<file path="src/rtl/button_debouncer.sv">
// Push-button conditioner: two-flop synchroniser, stability debounce,
// press counter and bounce-abort flag.
`timescale 1ns/1ps
module button_debouncer #(
    parameter int DEBOUNCE_CYCLES = 1000000,
    parameter int CNT_WIDTH       = 20
) (
    input  logic       clock,
    input  logic       reset,
    input  logic       button_raw,
    output logic       button_clean,
    output logic [7:0] press_count,
    output logic       bounce_seen
);

    typedef enum logic [1:0] {
        RELEASED,
        PRESS_PENDING,
        PRESSED,
        RELEASE_PENDING
    } state_t;

    localparam logic [CNT_WIDTH-1:0] LP_LAST =
        CNT_WIDTH'(DEBOUNCE_CYCLES - 1);

    logic                 r_sync_q1;
    logic                 r_sync_q2;
    state_t               r_state;
    state_t               w_state_nxt;
    logic [CNT_WIDTH-1:0] r_cnt;
    logic [CNT_WIDTH-1:0] w_cnt_nxt;
    logic                 r_clean;
    logic                 w_clean_nxt;
    logic [7:0]           r_presses;
    logic [7:0]           w_presses_nxt;
    logic                 r_bounce;
    logic                 w_bounce_nxt;

    always_ff @(posedge clock) begin
        if (reset) begin
            r_sync_q1 <= 1'b1;
            r_sync_q2 <= 1'b1;
            r_state   <= RELEASED;
            r_cnt     <= '0;
            r_clean   <= 1'b1;
            r_presses <= 8'd0;
            r_bounce  <= 1'b0;
        end else begin
            r_sync_q1 <= button_raw;
            r_sync_q2 <= r_sync_q1;
            r_state   <= w_state_nxt;
            r_cnt     <= w_cnt_nxt;
            r_clean   <= w_clean_nxt;
            r_presses <= w_presses_nxt;
            r_bounce  <= w_bounce_nxt;
        end
    end

    always_comb begin
        w_state_nxt   = r_state;
        w_cnt_nxt     = '0;
        w_clean_nxt   = r_clean;
        w_presses_nxt = r_presses;
        w_bounce_nxt  = 1'b0;
        unique case (r_state)
            RELEASED: begin
                w_clean_nxt = 1'b1;
                if (!r_sync_q2) begin
                    w_state_nxt = PRESS_PENDING;
                end
            end
            PRESS_PENDING: begin
                if (r_sync_q2) begin
                    w_state_nxt  = RELEASED;
                    w_bounce_nxt = 1'b1;
                end else if (r_cnt == LP_LAST) begin
                    w_state_nxt   = PRESSED;
                    w_clean_nxt   = 1'b0;
                    w_presses_nxt = r_presses + 8'd1;
                end else begin
                    w_cnt_nxt = r_cnt + 1'b1;
                end
            end
            PRESSED: begin
                w_clean_nxt = 1'b0;
                if (r_sync_q2) begin
                    w_state_nxt = RELEASE_PENDING;
                end
            end
            RELEASE_PENDING: begin
                if (!r_sync_q2) begin
                    w_state_nxt  = PRESSED;
                    w_bounce_nxt = 1'b1;
                end else if (r_cnt == LP_LAST) begin
                    w_state_nxt = RELEASED;
                    w_clean_nxt = 1'b1;
                end else begin
                    w_cnt_nxt = r_cnt + 1'b1;
                end
            end
            default: begin
                w_state_nxt = RELEASED;
                w_clean_nxt = 1'b1;
            end
        endcase
    end

    assign button_clean = r_clean;
    assign press_count  = r_presses;
    assign bounce_seen  = r_bounce;

endmodule

</file>
<file path="config.mk">
export PLATFORM = sky130hd
export DESIGN_NAME = button_debouncer
export DESIGN_NICKNAME = d
export VERILOG_FILES = /design/src/rtl/button_debouncer.sv
export SDC_FILE = /design/constraint.sdc
export NUM_CORES = 1
export LEC_CHECK = 0
export ABC_AREA = 1
export CAP_MARGIN = 25
export CORE_AREA = 10 10 55 89
export CTS_CLUSTER_SIZE = 30
export DETAILED_ROUTE_END_ITERATION = 10
export DIE_AREA = 0 0 65 99
export PLACE_DENSITY = 0.75
export SYNTH_ARGS = -nofsm -noshare
export SYNTH_HDL_FRONTEND = slang
export SYNTH_SLANG_ARGS = --single-unit
export TNS_END_PERCENT = 100
</file>
<file path="constraint.sdc">
create_clock -name clock -period 2.15 [get_ports clock]
set_input_delay 0.3225 -clock clock [delete_from_list [all_inputs] [get_ports clock]]
set_output_delay 0.3225 -clock clock [all_outputs]
set_load 0.01 [all_outputs]
</file>
# Word level (Yosys, flattened, before mapping)
# Cells that the tools add are included.
# word_totals
register_bits	34
wordCells	45
# classes
eq_ne	12
n_bitwise	1
add_sub_neg	2
mux	19
n_reduce_logical	4
# op_table
op	n
$mux 20	3
$pmux 20 s2	1
$add 20x1->20 const B	1
$eq 20x20->1 const B	1
$mux 2	6
$ne 2x2->1 const B	6
$add 8x1->8 const B	1
$pmux 2 s4	1
$reduce_and 4->1	2
$mux 1	6
$ne 3x3->1 const B	2
$eq 2x2->1 const B	2
$pmux 1 s4	1
$reduce_and 3->1	1
$eq 2x1->1 const B	1
$logic_not 2->1	1
$pmux 1 s2	1
$not 1->1	1

# Logic depth before layout (Yosys ltp)
# Gate-level depths: netlist of run 1.
# logic_depth
word_depth	4
ltp_mapped	10
ltp_nobuf	10

# Least setup slack after synthesis of run 1
# No wires, ideal clock.
# synth_timing
kind	register to register
startpoint	reg r_cnt[0]
endpoint	reg r_cnt[14]
stages_incl_launch_ff	11
arrival_time_ns	1.393
setup_slack_ns	0.646
synth_period_minus_slack_ns	1.504
cell_sequence	dfxtp_1 > ha_1 > nand3_2 > nor2_2 > nand3_2 > nor2_2 > inv_1 > nor2_1 > nand2_1 > nand2_1 > nor2_1
# synth_via
elab_chain_len	4
# synth_lines
element	line_no	source
start: declaration	30	logic [CNT_WIDTH-1:0] r_cnt;
start signal: assignment	52	r_cnt <= w_cnt_nxt;
$add 20x1->20 / $eq 20x20->1 (equally long branches)	--	
$mux 20 (*)	76, 94	
$mux 20, on equally long branches	91, 73	
$pmux 20 s2 (*)	65	unique case (r_state)
# Every way passes the cells marked *; elsewhere a longest branch is shown, timed or not.
# A chain may end at the register's enable or synchronous reset.

# Worst setup path after layout of run 1
# layout_timing
startpoint	reg r_cnt[0]
endpoint	reg r_presses[5], in the netlist press_count[5]
# layout_via
elab_chain_len	2
# layout_lines
element	line_no	source
$eq 20x20->1	76	end else if (r_cnt == LP_LAST) begin
$reduce_and 3->1 (no source line)	--	
end signal: assignment	54	r_presses <= w_presses_nxt;
end: declaration	34	logic [7:0] r_presses;
# No other way between the ends.

==> impl_metrics.env, run 1 <==
export IMPL_synth_seq_cells=34
export IMPL_dp_hpwl_um=3416
export IMPL_worst_setup_path_start_kind="flip-flop"
export IMPL_hp_start="r_sync_q1"
export IMPL_status="finished, final reports clean"
export IMPL_crit_required_ps=2340
export IMPL_slowest_stage="dfxtp_1"
export IMPL_layout_setup_ws_ps=438.8
export IMPL_insertion_delay_ps=290
export IMPL_hold_buffers=0
export IMPL_drc=0
export IMPL_yosysWarnings=0
export IMPL_slowest_delay_ps=390
export IMPL_cp_arrival_ps=1900
export IMPL_hold_path_class="flip-flop to flip-flop"
export IMPL_dr_pass1_iters=4
export IMPL_core_area_mm2=0.003398
export IMPL_placed_cell_area_mm2=0.002072
export IMPL_cts_resized=0
export IMPL_async_reset_ff_share_pct=0
export IMPL_synthFlopType="dfxtp_1"
export IMPL_die_w_um=65
export IMPL_fin_setup_tns_ps=0
export IMPL_numPortBuffers=12
export IMPL_rr_endpoint="press_count[5]"
export IMPL_hold_path_endpoint="r_sync_q2"
export IMPL_synth_area_mm2=0.001913
export IMPL_antenna_found_initial=0
export IMPL_cts_buffers_inserted=5
export IMPL_viasPerCell=5.229
export IMPL_syn_nets=297
export IMPL_synth_edff_count=0
export IMPL_drt_initial_drc_count=73
export IMPL_crit_type="flip-flop to flip-flop"
export IMPL_critical_path_endpoint_type="flip-flop"
export IMPL_period_needed_ps=1711
export IMPL_clock_root_buffer="clkbuf_8"
export IMPL_max_cap_violations=0
export IMPL_synth_compound_area_share_pct=4.317
export IMPL_synth_top_family_by_area="simple AND/OR/NAND/NOR gates"
export IMPL_hold_ws_ps=412.8
export IMPL_num_io_pins=13
export IMPL_ys_types=28
export IMPL_syn_area_per_cell_um2=6.643
export IMPL_critPathMaxFanout=5
export IMPL_clock_path_buffers=2
export IMPL_r2r_start="r_cnt[0]"
export IMPL_rsz0062_at_grt="no"
export IMPL_dp_slack_ps=423.5
export IMPL_die_y_um=99
export IMPL_finalInstanceArea_mm2=0.002158
export IMPL_post_drt_wl_per_cell_um=12.72
export IMPL_start_util_pct=56.30
export IMPL_holdPathStages=1
export IMPL_drv_slew=0
export IMPL_setup_viol=0
export IMPL_cts_tree="built"
export IMPL_clkSlewWorstSetupHoldPaths_ps=80
export IMPL_syn_to_final_growth_pct=12.82
export IMPL_synthMuxAreaShare_pct=1.046
export IMPL_reg2reg_depth=8
export IMPL_skew_ps=8.631
export IMPL_wl_um=4453
export IMPL_overflow=0
export IMPL_ys_seq_area_share_pct=35.58
export IMPL_nFillCells=343
export IMPL_grt_pass1_vias=1827
export IMPL_timing_fmax_mhz=584.4
export IMPL_worst_slew_pin_slew_ps=381.7
export IMPL_finalHoldViolCount=0
export IMPL_reg2reg_setup_slack_ps=440
export IMPL_relSlewSlack_pct=74.42
export IMPL_p_per_area_mw_per_mm2=655.3
export IMPL_drtAntennaViolNets=0
export IMPL_h_tree_depth=2
export IMPL_cts_setup_buffers=0
export IMPL_fin_util_pct=63.51
export IMPL_vias=1830
export IMPL_peakVddDrop_mv=0.6339
export IMPL_crit_chain="ha_1, nand2_1, nor2_1, nand3_1, nor2_1, nand4_1, nand2_1, a21oi_1"
export IMPL_synth_xor_area_share_pct=3.663
export IMPL_synth_adder_area_share_pct=3.924
export IMPL_grt_pass1_wl_um=7859
export IMPL_rows=28
export IMPL_final_layout_size_suffix_gt1_share_pct=7.213
export IMPL_synthCells=288
export IMPL_grt_total_usage_pct=14.79
export IMPL_final_nets=313
export IMPL_grt_start_max_net_pins=15
export IMPL_gp_congestion=0.9083
export IMPL_synth_simple_gate_area_share_pct=41.92
export IMPL_period_share_pct=79.59
export IMPL_clock_sinks=34
export IMPL_antenna_diode_count=0
export IMPL_power_leakage_nw=0.8435
export IMPL_die_area_mm2=0.006435
## sequential cells by signal (all words and copies together) (netlist names), named ones only
signal / cells
press_count: 8
button_clean: 1
r_sync_q2: 1
r_sync_q1: 1
bounce_seen: 1
r_cnt: 20
r_state: 1
## cells by family (layout without fill, tap and decap cells)
| family | Yosys count | in the layout |
|---|---|---|
| flops | 34 | 34 |
| buf+inv | 45 | 62 |
| xor+xnor | 8 | 8 |
| mux | 2 | 2 |
| fa+ha+maj | 6 | 6 |
| simple gates | 177 | 177 |
| compound gates | 16 | 16 |
## cells in the mapped netlist, types with 2 or more instances
| cell | n | area share, % |
|---|---|---|
| a21oi_1 | 9 | 2.4 |
| nor3_1 | 13 | 3.4 |
| nand4_1 | 10 | 3.3 |
| ha_1 | 6 | 3.9 |
| or2_2 | 2 | 0.65 |
| inv_1 | 39 | 7.7 |
| mux2i_1 | 2 | 1.0 |
| nor2_1 | 46 | 9.0 |
| nand3_1 | 23 | 6.0 |
| xor2_1 | 6 | 2.7 |
| nand3_2 | 3 | 1.6 |
| buf_2 | 2 | 0.52 |
| nor2_2 | 4 | 1.3 |
| nor3b_1 | 3 | 1.2 |
| nand2_1 | 68 | 13 |
| xnor2_1 | 2 | 0.92 |
| dfxtp_1 | 34 | 36 |
| o21ai_0 | 6 | 1.6 |
## where the power goes
part | switching (mW) | internal (mW) | total (mW)
Combinational | 0.160 | 0.103 | 0.263
Sequential | 0.0220 | 0.657 | 0.679
Clock | 0.244 | 0.228 | 0.472
Total | 0.426 | 0.989 | 1.41
## per-stage QoR
step                total power, mW  cells
floorplan                    0.8858    288
global placement             0.9565    342
detailed placement           0.9576    342
CTS                           1.433    350
global route                  1.497    350
finish                        1.414    350
## placed cells by master, fill, tap and decap left out, types with 3 or more instances in the layout
cell / n
dfxtp_1: 34
o21ai_0: 6
nand2_1: 68
nor2_1: 46
ha_1: 6
clkbuf_8: 5
nand3_1: 23
xor2_1: 6
a21oi_1: 9
nand4_1: 10
inv_1: 39
clkdlybuf4s50_1: 12
nor3b_1: 3
nor2_2: 4
nand3_2: 3
nor3_1: 13
## routing by layer
layer  routed length, um  share of wire [%]  global-route usage (%)
met1                1753                 39                   14.63
met2                2329                 52                   25.15
met3                 117                2.6                   3.741
met4                 253                5.7                   11.75
met5                   0                  0                       0
## how the worst max path moves through the flow
stage / slack [ps] / endpoint / from / cells past startpoint
final: 440 / press_count[5] / r_cnt[0] / 8
after global routing: 210 / press_count[6] / r_cnt[0] / 8
after CTS: 420 / press_count[5] / r_cnt[0] / 8
after detailed placement: 420 / press_count[5] / r_cnt[0] / 8
after global placement: 480 / r_cnt[14] / r_cnt[0] / 10
after floorplan: 650 / r_cnt[14] / r_cnt[0] / 10
## critical path, delay by kind of cell, from the launching register on
| kind | cells | cell delay, ps |
|---|---|---|
| simple gates | 6 | 890 |
| compound gates | 1 | 70 |
| flops | 1 | 390 |
| fa+ha+maj | 1 | 270 |
## layout make-up
cell class                 instances  area [um2]  area share [%]
timing repair buffer              14       135.1           6.261
tap                               45       56.30           2.609
sequential                        34       680.7           31.54
inverter                          40       150.1           6.957
multi-input combinational        209        1050           48.64
clock inverter                     2       13.76          0.6377
clock buffer                       6       72.57           3.362
Power figures use the tool's default switching activity.
==> inputs of run 2 (changes only) <==
Settings changed: CORE_AREA 10 10 55 89 to 10 10 57 94, DIE_AREA 0 0 65 99 to 0 0 67 104, PLACE_DENSITY 0.75 to 0.71.
Clock period 2.15 ns to 1.4 ns, I/O delays scaled along.
==> run 2 against run 1 <==
Net effect:
- the run now ends with negative setup slack left
- critical path depth unchanged
- sequential share of layout area decreased by 7.2 points
- global-route usage increased by 2.2 points
- total power increased by 76%
- non-clock buffer count increased by 54
- clock-buffer cell count decreased by 1
- utilization increased by 15 points
==> impl_metrics.env, run 2 (synthesis gave the netlist of run 1 again) <==
export IMPL_status="finished with violations"
export IMPL_violations="negative setup slack"
export IMPL_grt_total_usage_pct=17.02
export IMPL_finalHoldViolCount=0
export IMPL_start_util_pct=50.46
export IMPL_h_tree_depth=2
export IMPL_wl_um=6339
export IMPL_cp_arrival_ps=1670
export IMPL_layout_setup_ws_ps=-81.67
export IMPL_clock_sinks=34
export IMPL_post_drt_wl_per_cell_um=15.57
export IMPL_drt_initial_drc_count=169
export IMPL_critical_path_endpoint_type="flip-flop"
export IMPL_fin_setup_tns_ps=-724.6
export IMPL_hold_path_class="flip-flop to flip-flop"
export IMPL_clock_path_buffers=2
export IMPL_grt_pass1_wl_um=9453
export IMPL_grt_pass1_vias=2177
export IMPL_drtAntennaViolNets=0
export IMPL_largest_register_ff_count=20
export IMPL_path_delay_family="simple AND/OR/NAND/NOR gates"
export IMPL_slowest_delay_ps=370
export IMPL_power_switching_mw=0.8215
export IMPL_drv_slew=0
export IMPL_antenna_diode_count=0
export IMPL_period_share_pct=105.8
export IMPL_insertion_delay_ps=300
export IMPL_dr_pass1_iters=4
export IMPL_power_leakage_nw=1.234
export IMPL_relSlewSlack_pct=77.85
export IMPL_timing_fmax_mhz=674.9
export IMPL_dp_hpwl_um=3999
export IMPL_antenna_found_initial=0
export IMPL_syn_to_final_growth_pct=55.26
export IMPL_max_cap_violations=0
export IMPL_cts_tree="built"
export IMPL_p_comb_share_pct=29.3
export IMPL_swShare_pct=32.99
export IMPL_final_layout_size_suffix_gt1_share_pct=43.18
export IMPL_top_register="r_cnt"
export IMPL_crit_type="flip-flop to flip-flop"
export IMPL_setup_viol=19
export IMPL_crit_buf_inv=0
export IMPL_gp_congestion=0.8845
export IMPL_layout_common_cells="nand2_1 (54), buf_4 (51), inv_1 (31), nor2_1 (30), nand3_1 (19)"
export IMPL_skew_ps=2.801
export IMPL_finalPower_mw=2.491
export IMPL_crit_chain="ha_4, nand2_4, nor2_4, nand3_2, nor2_2, nand4_1, nand2_1, a21oi_2"
export IMPL_num_io_pins=13
export IMPL_numPortBuffers=12
export IMPL_hold_buffers=0
export IMPL_grt_start_max_net_pins=15
export IMPL_fin_cells=407
export IMPL_die_w_um=67
export IMPL_viasPerCell=5.415
export IMPL_core_area_mm2=0.003791
export IMPL_p_int_mw=1.669
export IMPL_cts_buffers_inserted=5
export IMPL_drc=0
export IMPL_p_per_area_mw_per_mm2=838.5
export IMPL_rsz0062_at_grt="yes"
export IMPL_peakVddDrop_mv=1.113
export IMPL_final_common_cell="nand2_1"
export IMPL_vias=2204
export IMPL_overflow=0
export IMPL_critPathMaxFanout=5
export IMPL_slowest_stage="dfxtp_4"
export IMPL_die_area_mm2=0.006968
export IMPL_worst_slew_pin_slew_ps=331.8
export IMPL_worst_setup_path_start_kind="flip-flop"
export IMPL_power_clock_fraction_pct=28.5
export IMPL_clkSlewWorstSetupHoldPaths_ps=70
export IMPL_final_nets=368
export IMPL_crit_required_ps=1590
export IMPL_die_y_um=104
export IMPL_dp_cells=390
export IMPL_rows=30
export IMPL_period_needed_ps=1482
export IMPL_seq_power_share_pct=42.2
export IMPL_clock_root_buffer="clkbuf_8"
[run 2: metrics by stage]
| step | setup slack [ps] | hold WS (ps) | instance area [um2] | util, % |
|---|---|---|---|---|
| CTS | -55.24 | 418.6 | 2713 | 71.55 |
| global placement | -139.6 | 390.4 | 2444 | 64.46 |
| detailed placement | -152.1 | 399.7 | 2444 | 64.46 |
| finish | -81.67 | 417.4 | 2970 | 78.35 |
| global route | -189.5 | 434.2 | 2970 | 78.35 |
| floorplan | -18.37 | 313.8 | 1946 | - |
[run 2: layout make-up]
| cell class | count | area, um2 |
|---|---|---|
| multi-input combinational | 210 | 1390 |
| fill | 249 | 820.8 |
| clock buffer | 5 | 68.82 |
| sequential | 34 | 723.2 |
| clock inverter | 2 | 10.01 |
| timing repair buffer | 68 | 560.5 |
| tap | 48 | 60.06 |
| inverter | 40 | 157.7 |
[run 2: worst paths after layout]
check	slack, ps	start	cells past startpoint	end
worst max-delay path	-80	r_cnt[1]	8	press_count[7]
worst min-delay path	420	r_sync_q1	1	r_sync_q2
worst max register to register	-80	r_cnt[1]	8	press_count[7]
worst min register to register	420	r_sync_q1	1	r_sync_q2
[run 2: power by group through the flow]
stage,registers [mW],logic (mW),clock network [mW]
finish,1.05,0.730,0.711
global route,1.06,0.800,0.743
CTS,1.04,0.575,0.704
detailed placement,1.06,0.507,0
global placement,1.06,0.499,0
floorplan,1.07,0.309,0
[run 2: worst register-to-register path, stage by stage (launching register included)]
cell and delay (ps):
dfxtp_4 370, ha_4 170, nand2_4 70, nor2_4 160
nand3_2 100, nor2_2 90, nand4_1 220, nand2_1 160
a21oi_2 50
[run 2: routing by layer]
metal  global-route usage [%]  share of wire, %
met5                        0                 0
met4                    9.587               8.4
met3                    3.344               3.6
met2                    33.15                55
met1                    14.50                33
[run 2: timing repair]
| action | 4_1_cts | 5_1_grt |
|---|---|---|
| gates cloned | 0 | 1 |
| setup endpoints to repair | 37 | 32 |
| pin swaps | 17 | 41 |
| setup buffers | 3 | 7 |
| gates resized for setup | 55 | 70 |
